==> src/rtl/spi_adc_pkg.sv <==
// Shared definitions for the SPI ADC master.
// Holds the frame geometry (FRAME_BITS, RANGE_W) and the FSM state
// encoding used by spi_adc_master and visible on its state_dbg port.
package spi_adc_pkg;

  localparam int FRAME_BITS = 8;
  localparam int RANGE_W    = 2;

  // FSM state encoding.
  typedef logic [2:0] state_t;
  localparam state_t ST_IDLE     = 3'd0;
  localparam state_t ST_SHIFT_LO = 3'd1;
  localparam state_t ST_SHIFT_HI = 3'd2;
  localparam state_t ST_HOLD     = 3'd3;
  localparam state_t ST_GAP      = 3'd4;

endpackage

==> src/rtl/spi_adc_tick.sv <==
// Half-period timer for the SPI ADC master.
// Counts clk cycles while run=1 and raises phase_end on the last cycle of
// each DIV-cycle phase. The count wraps at DIV-1 and is held at zero while
// run=0, so every phase (one per FSM state) starts from zero.
// Ports:
//   clk, rst_n - system clock, asynchronous active-low reset
//   run        - master is in a timed state (anything but IDLE)
//   phase_end  - high on the final cycle of the current phase
module spi_adc_tick #(
  parameter int DIV = 4
) (
  input  logic clk,
  input  logic rst_n,
  input  logic run,
  output logic phase_end
);

  localparam logic [7:0] LAST = 8'(DIV - 1);

  logic [7:0] cnt;

  // Every state change happens on a phase_end (or leaving IDLE, where the
  // count is already zero), so clearing on phase_end restarts each state.
  assign phase_end = run && (cnt == LAST);

  always_ff @(posedge clk or negedge rst_n) begin
    if (!rst_n) begin
      cnt <= 8'd0;
    end else if (!run || phase_end) begin
      cnt <= 8'd0;
    end else begin
      cnt <= cnt + 8'd1;
    end
  end

endmodule

==> src/rtl/spi_adc_master.sv <==
// SPI master for a simple 8-bit ADC.
// Each accepted start runs one frame: cs low, 8 SCLK pulses (mode 0, MSB
// first) sending {6'b0, range_in} and collecting the ADC code, a DIV-cycle
// hold with cs low, then a DIV-cycle gap with cs high before returning to
// idle. The ADC reports the code converted under the range sent in the
// previous frame, so data_range tracks that earlier range.
// Handshake: start is sampled only while ready=1; a start seen with ready=1
// is accepted on that rising edge and ready drops on the same edge. There is
// no queuing, and start held high launches back-to-back frames.
// Ports:
//   clk, rst_n          - system clock, asynchronous active-low reset
//   start, range_in     - frame request and range code for that frame
//   ready               - idle, start will be accepted
//   done                - one-cycle pulse when a frame completes
//   data_out, data_range- last ADC code and the range it was converted under
//   sclk, cs, mosi, miso- SPI bus (sclk idle low, cs active low)
//   state_dbg           - current FSM state (spi_adc_pkg encoding)
// All outputs come straight from flops.
module spi_adc_master
  import spi_adc_pkg::*;
#(
  parameter int DIV = 4
) (
  input  logic               clk,
  input  logic               rst_n,
  input  logic               start,
  input  logic [RANGE_W-1:0] range_in,
  output logic               ready,
  output logic               done,
  output logic [7:0]         data_out,
  output logic [RANGE_W-1:0] data_range,
  output logic               sclk,
  output logic               cs,
  output logic               mosi,
  input  logic               miso,
  output state_t             state_dbg
);

  state_t                  state;
  logic                    phase_end;
  logic [FRAME_BITS-1:0]   tx_word;
  logic [FRAME_BITS-2:0]   tx_rest;   // bits still to be sent after mosi
  logic [FRAME_BITS-1:0]   rx_sh;
  logic [2:0]              bit_cnt;
  logic [RANGE_W-1:0]      cur_range;
  logic [RANGE_W-1:0]      prev_range;

  assign tx_word   = {{(FRAME_BITS-RANGE_W){1'b0}}, range_in};
  assign state_dbg = state;

  spi_adc_tick #(.DIV(DIV)) u_tick (
    .clk       (clk),
    .rst_n     (rst_n),
    .run       (state != ST_IDLE),
    .phase_end (phase_end)
  );

  always_ff @(posedge clk or negedge rst_n) begin
    if (!rst_n) begin
      state      <= ST_IDLE;
      ready      <= 1'b1;
      done       <= 1'b0;
      data_out   <= 8'h00;
      data_range <= '0;
      sclk       <= 1'b0;
      cs         <= 1'b1;
      mosi       <= 1'b0;
      tx_rest    <= '0;
      rx_sh      <= '0;
      bit_cnt    <= 3'd0;
      cur_range  <= '0;
      prev_range <= '0;   // ADC powers up in range 0
    end else begin
      done <= 1'b0;
      case (state)
        ST_IDLE: begin
          if (start) begin
            state     <= ST_SHIFT_LO;
            ready     <= 1'b0;
            cs        <= 1'b0;
            sclk      <= 1'b0;
            mosi      <= tx_word[FRAME_BITS-1];
            tx_rest   <= tx_word[FRAME_BITS-2:0];
            cur_range <= range_in;
            bit_cnt   <= 3'd0;
          end
        end
        ST_SHIFT_LO: begin
          // miso has been stable for the whole low phase; sample it as sclk rises.
          if (phase_end) begin
            sclk  <= 1'b1;
            rx_sh <= {rx_sh[FRAME_BITS-2:0], miso};
            state <= ST_SHIFT_HI;
          end
        end
        ST_SHIFT_HI: begin
          if (phase_end) begin
            sclk <= 1'b0;
            if (bit_cnt != 3'(FRAME_BITS - 1)) begin
              bit_cnt <= bit_cnt + 3'd1;
              mosi    <= tx_rest[FRAME_BITS-2];
              tx_rest <= {tx_rest[FRAME_BITS-3:0], 1'b0};
              state   <= ST_SHIFT_LO;
            end else begin
              state <= ST_HOLD;
            end
          end
        end
        ST_HOLD: begin
          if (phase_end) begin
            cs    <= 1'b1;
            state <= ST_GAP;
          end
        end
        ST_GAP: begin
          if (phase_end) begin
            data_out   <= rx_sh;
            data_range <= prev_range;
            prev_range <= cur_range;
            done       <= 1'b1;
            ready      <= 1'b1;
            state      <= ST_IDLE;
          end
        end
        default: begin
          state <= ST_IDLE;
          ready <= 1'b1;
          cs    <= 1'b1;
          sclk  <= 1'b0;
        end
      endcase
    end
  end

endmodule

==> config.mk <==
export PLATFORM = sky130hd
export DESIGN_NAME = spi_adc_master
export DESIGN_NICKNAME = d
export VERILOG_FILES = /design/src/rtl/spi_adc_pkg.sv /design/src/rtl/spi_adc_tick.sv /design/src/rtl/spi_adc_master.sv
export SDC_FILE = /design/constraint.sdc
export NUM_CORES = 1
export LEC_CHECK = 0
export ABC_AREA = 1
export CAP_MARGIN = 20
export CORE_ASPECT_RATIO = 1.5
export CORE_MARGIN = 2
export CORE_UTILIZATION = 45
export DETAILED_ROUTE_END_ITERATION = 10
export PLACE_DENSITY = 0.71
export SLEW_MARGIN = 20
export SYNTH_ARGS = -nofsm -noshare
export SYNTH_HDL_FRONTEND = slang
export SYNTH_SLANG_ARGS = --single-unit
==> constraint.sdc <==
create_clock -name clk -period 1.3 [get_ports clk]
set_input_delay 0.195 -clock clk [delete_from_list [all_inputs] [get_ports clk]]
set_output_delay 0.195 -clock clk [all_outputs]
set_load 0.01 [all_outputs]
Word-level counts from Yosys, hierarchy flattened --
Cells that the tools add are included. W data, S select, Z words.
Storage, ports and cells: bits of input ports 6, output and inout port bits 18, register bits 48, logic and storage cells 75
Operators by class: bitwise operators 3, equal/unequal tests 12, add/sub/neg operators 2, mux-type cells 27, reductions and logical operators 17
Operator list (number):
- $mux W3 | 8
- $mux W7 | 3
- $pmux W3 S5 | 1
- $pmux W7 S2 | 1
- $add A8 B1 Y8 const B | 1
- $eq A8 B2 Y1 const B | 1
- $mux W8 | 1
- $ne A2 B1 Y1 const B | 4
- $reduce_and A4 Y1 | 2
- $mux W1 | 7
- $eq A3 B2 Y1 const B | 2
- $pmux W1 S3 | 2
- $pmux W3 S2 | 1
- $reduce_and A2 Y1 | 3
- $reduce_and A3 Y1 | 2
- $reduce_or A3 Y1 | 2
- $reduce_and A5 Y1 | 1
- $ne A2 B2 Y1 const B | 2
- $pmux W1 S4 | 1
- $add A3 B1 Y3 const B | 1
- $eq A3 B1 Y1 const B | 1
- $eq A3 B3 Y1 const B | 1
- $logic_not A3 Y1 | 1
- $ne A3 B3 Y1 const B | 1
- other kinds (9) | 11

Depth between registers and ports, before layout --
depth after elaboration 4, depth in mapped cells 9, gate-level depth less buffers 9

By module --
Synthesis repeated with hierarchy kept, for this count alone.
Unflattened totals: cell total of the unflattened synthesis 270, area total of the unflattened synthesis 2207.1 µm²
By module, submodules not included:
- spi_adc_master | seq. area each 1003.5 µm², times used 1, cells each 214, area each 1781.7 µm²
- spi_adc_tick | seq. area each 200.2 µm², times used 1, cells each 56, area each 425.4 µm²

Least setup slack after synthesis --
OpenSTA, ideal clock, no wires.
kind register to register, start point reg u_tick.cnt[0], end point reg data_out[0], slack -0.067 ns, cell stages (with the launch flop) 10, buffers on the path 1, data required time 1.174 ns, data arrival time 1.241 ns, cell sequence dfrtp_1 > ha_1 > nand2_1 > nor2_1 > nand2_2 > inv_2 > nand2_2 > buf_4 > nand2_1 > o21ai_0
Between the ends: word-level cells in the longest chain between the ends 3
Ends and longest elaborated chain:
- start: declaration | RTL line spi_adc_tick.sv:20 | logic [7:0] cnt;
- start signal: assignment | RTL line spi_adc_tick.sv:32 | cnt <= cnt + 8'd1;
- $eq A8 B2 Y1 | RTL line spi_adc_tick.sv:24 | assign phase_end = run && (cnt == LAST);
- $logic_and A1 B1 Y1 | RTL line spi_adc_tick.sv:24
- $reduce_and A2 Y1 (no line)
- end signal: assignment | RTL line spi_adc_master.sv:117 | data_out <= rx_sh;
- end: declaration | RTL line spi_adc_master.sv:30 | output logic [7:0] data_out,
Every way passes these cells. A chain may end at the register's enable or synchronous reset.

Final worst setup path --
start point reg state[0] (netlist: state_dbg[0]), end point reg tx_rest[2]
Between the ends: word-level cells in the longest chain between the ends 4, elaborated cells on any way between the ends 10
Ends and longest elaborated chain:
- start: declaration | RTL line spi_adc_master.sv:39 | state_t state;
- start signal: assignment | RTL line spi_adc_master.sv:60 | state <= ST_IDLE;
- start signal: assignment | RTL line spi_adc_master.sv:78 | state <= ST_SHIFT_LO;
- start signal: assignment | RTL line spi_adc_master.sv:93 | state <= ST_SHIFT_HI;
- $reduce_bool A3 Y1 | RTL line spi_adc_master.sv:54 | .run (state != ST_IDLE),
- $logic_and A1 B1 Y1 | RTL line spi_adc_tick.sv:24
- $ne A2 B1 Y1 (no line)
- $reduce_and A4 Y1 (no line)
- end signal: assignment | RTL line spi_adc_master.sv:83 | tx_rest <= tx_word[FRAME_BITS-2:0];
- end signal: assignment | RTL line spi_adc_master.sv:102 | tx_rest <= {tx_rest[FRAME_BITS-3:0], 1'b0};
- end: declaration | RTL line spi_adc_master.sv:42 | logic [FRAME_BITS-2:0] tx_rest;
Several ways; a longest one is shown, not always the timed one.

==> impl_metrics.yaml <==
synthesis:
  synthFlopType: "dfrtp_1"
  async_flop_share_pct: 100
  yosysTopAreaCell: "dfrtp_1"
  synth-edff-count: 0
  synth.distinct_cells: 23
  synthTopCellsByArea: "dfrtp_1 (52%), nand2_1 (15%), inv_1 (5.2%)"
  syn_area_um2: 2220
  yosysWarnings: 0
  yosysTopAreaCellShare_pct: 51.8
  synth-seq-cells: 48
  synth_seq_area_share_pct: 54.1
  synth_most_common_cell: "nand2_1"
  syn_inst: 271
  ys_top_cells_by_count: "nand2_1 (86), dfrtp_1 (46), inv_1 (31)"
  syn-num-nets: 280
  post_synth.cell_area_avg_um2: 8.20
floorplanning:
  core_um2: 4810
  io_pins: 24
  start_util_pct: 46.2
  die_x_um: 61.4
  fp.dieH_um: 90.1
  die_area_um2: 5530
  rows: 31
grt:
  grt_usage_pct: 19.5
  antenna_found_initial: 0
  grt_pass1_vias: 1801
  grt_max_degree: 49
  gr-total-overflow: 0
  grt_pass1_wl_um: 8110
power_and_ir_drop:
  p_per_area_nw_per_um2: 2020
  p_total_mw: 6.79
  peakVddDrop_mv: 1.63
  p_leak_nw: 1.64
detailed_routing:
  post-route-drc-count: 0
  dr.pass1.iters: 4
  routed_wl_um: 5410
  postRouteAntennaNets: 0
  drt-wirelength-per-cell_um: 13.3
  routed_via_density: 5.05
  vias: 2051
  first_iter_violations: 80
setup_path:
  rr_endpoint: "tx_rest[2]$_DFFE_PN0P_"
  r2r_setup_slack_ns: -0.13
  reg2reg_depth: 8
  cp_data_arrival_time_ns: 1.64
  path_max_fanout: 7
  path_class: "reg2reg"
  crit_required_ns: 1.51
  r2r-start: "state_dbg[0]$_DFFE_PN0P_"
  startpoint_type: "flip-flop"
  worstSetupEndpointType: "flip-flop"
layout:
  stdcell_area_um2: 3360
  stdcell_count: 406
  regArea_um2: 1210
  area_growth_pct: 51.1
  fillers: 406
  drive_gt1_share_pct: 42.4
  n_antenna_cell: 0
  fin_util_pct: 69.8
  multi_input_area_um2: 1240
  nets: 348
placement:
  placed_cell_area_um2: 2720
  dp_slack_ns: -0.148
  dp.cells: 379
  gp_congestion: 0.799
  port_buffers: 23
  place_hpwl_um: 3160
timing:
  worst_pin_slew_ns: 0.262
  rsz0062_at_grt: "true"
  final.period_utilization_pct: 110
  period_minus_slack_ns: 1.43
  slew_headroom_pct: 82.4
  worst_slack_ns: -0.135
  whs_ns: 0.384
  hold_viol: 0
  setup_violations: 42
  drv_slew: 0
  clock_skew_ns: 0.00484
  fmaxAchievable_ghz: 0.697
  setup-tns-final_ns: -2.73
job:
  drv_cap: 0
clocking:
  clkTransAtPathRegs_ns: 0.09
  cts_buffer_depth: 2
  cts.sinks: 48
  cts_buffers: 5
  clock_latency_ns: 0.31
  ctsHtreeMaxLevel: 2
  clockRootBuffer: "clkbuf_8"
  cts_tree: "yes"
min_path:
  hp-class: "in2async"
status:
  outcome: "finished, violations left"
  violations: "negative setup slack"
==> worst max-delay path by stage <==
stage	startpoint	endpoint	slack [ns]	cells past startpoint
finish	state_dbg[0]$_DFFE_PN0P_	tx_rest[2]$_DFFE_PN0P_	-0.13	8
global route	state_dbg[0]$_DFFE_PN0P_	tx_rest[0]$_DFFE_PN0P_	-0.20	6
CTS	state_dbg[2]$_DFFE_PN0P_	tx_rest[1]$_DFFE_PN0P_	-0.1	6
detailed placement	u_tick.cnt[1]$_DFF_PN0_	u_tick.cnt[6]$_DFF_PN0_	-0.15	7
global placement	bit_cnt[0]$_DFFE_PN0P_	bit_cnt[2]$_DFFE_PN0P_	-0.11	6
floorplan	u_tick.cnt[0]$_DFF_PN0_	rx_sh[5]$_DFFE_PN0P_	-0.02	9
==> repair_timing <==
action,4_1_cts,5_1_grt
cloned,3,1
resized for setup,73,60
setup endpoints to repair,62,49
endpoints found under the hold margin,46,0
setup buffers,5,10
pin swaps,15,29
hold buffers,1,0
==> layer usage <==
| layer | up-vias | track usage, % | wire (um) |
|---|---|---|---|
| met5 | - | 0 | 0 |
| met2 | 36 | 33.5 | 2990 |
| met3 | 12 | 4.60 | 153 |
| met4 | 0 | 6.38 | 151 |
| met1 | 1004 | 23.1 | 2110 |
| li1 | 999 | - | - |
==> registers in the layout (all words and copies together), names as in the netlist <==
name / flops
state_dbg: 3
cs: 1
sclk: 1
ready: 1
u_tick.cnt: 8
rx_sh: 8
bit_cnt: 3
prev_range: 2
done: 1
tx_rest: 7
mosi: 1
cur_range: 2
data_out: 8
data_range: 2
==> cell usage in the layout, fill, tap and decap left out, types with 3 or more instances in the layout <==
cell type / count
buf_4: 29
buf_6: 11
clkbuf_2: 3
clkbuf_8: 5
clkdlybuf4s50_1: 4
dfrtp_1: 43
dfrtp_2: 3
dlygate4sd2_1: 14
ha_2: 3
inv_1: 26
inv_2: 6
nand2_1: 54
nand2_2: 27
nand2_4: 8
nand2_8: 5
nand3_1: 9
nand3_2: 6
nand3_4: 3
nand4_1: 11
nor2_1: 15
nor2_4: 9
o21ai_0: 4
o21ai_1: 10
o21ai_2: 8
==> power by group <==
| group | switching (mW) | leakage [nW] | internal (mW) |
|---|---|---|---|
| Clock | 0.539 | 0.0548 | 0.580 |
| Sequential | 0.205 | 0.640 | 1.86 |
| Combinational | 2.04 | 0.947 | 1.57 |
| Total | 2.78 | 1.64 | 4.01 |
==> kinds of logic after synthesis <==
family	after synthesis	share of synthesized area, %
AND/OR/NAND/NOR	149	29.1
flip-flops	48	54.1
buffers and inverters	43	8.33
AO/OA/AOI/OAI	27	6.36
adder cells (fa/ha/maj)	3	1.69
XOR/XNOR	1	0.394
==> critical path: stages, from the launching register on <==
cell	delay, ns
dfrtp_2	0.42
buf_6	0.13
nor2_4	0.19
nand2_4	0.09
nor2_4	0.13
inv_2	0.07
buf_4	0.16
nand4_1	0.09
nand2_1	0.06
==> final cells by class <==
type,instances,share of cell area [%]
inverter,35,4.51
tap,66,2.46
clock inverter,3,1.38
multi-input combinational,184,36.9
sequential,48,35.9
clock buffer,5,2.05
timing repair buffer,65,16.8
Note: power is estimated with default switching activity, not from simulation.
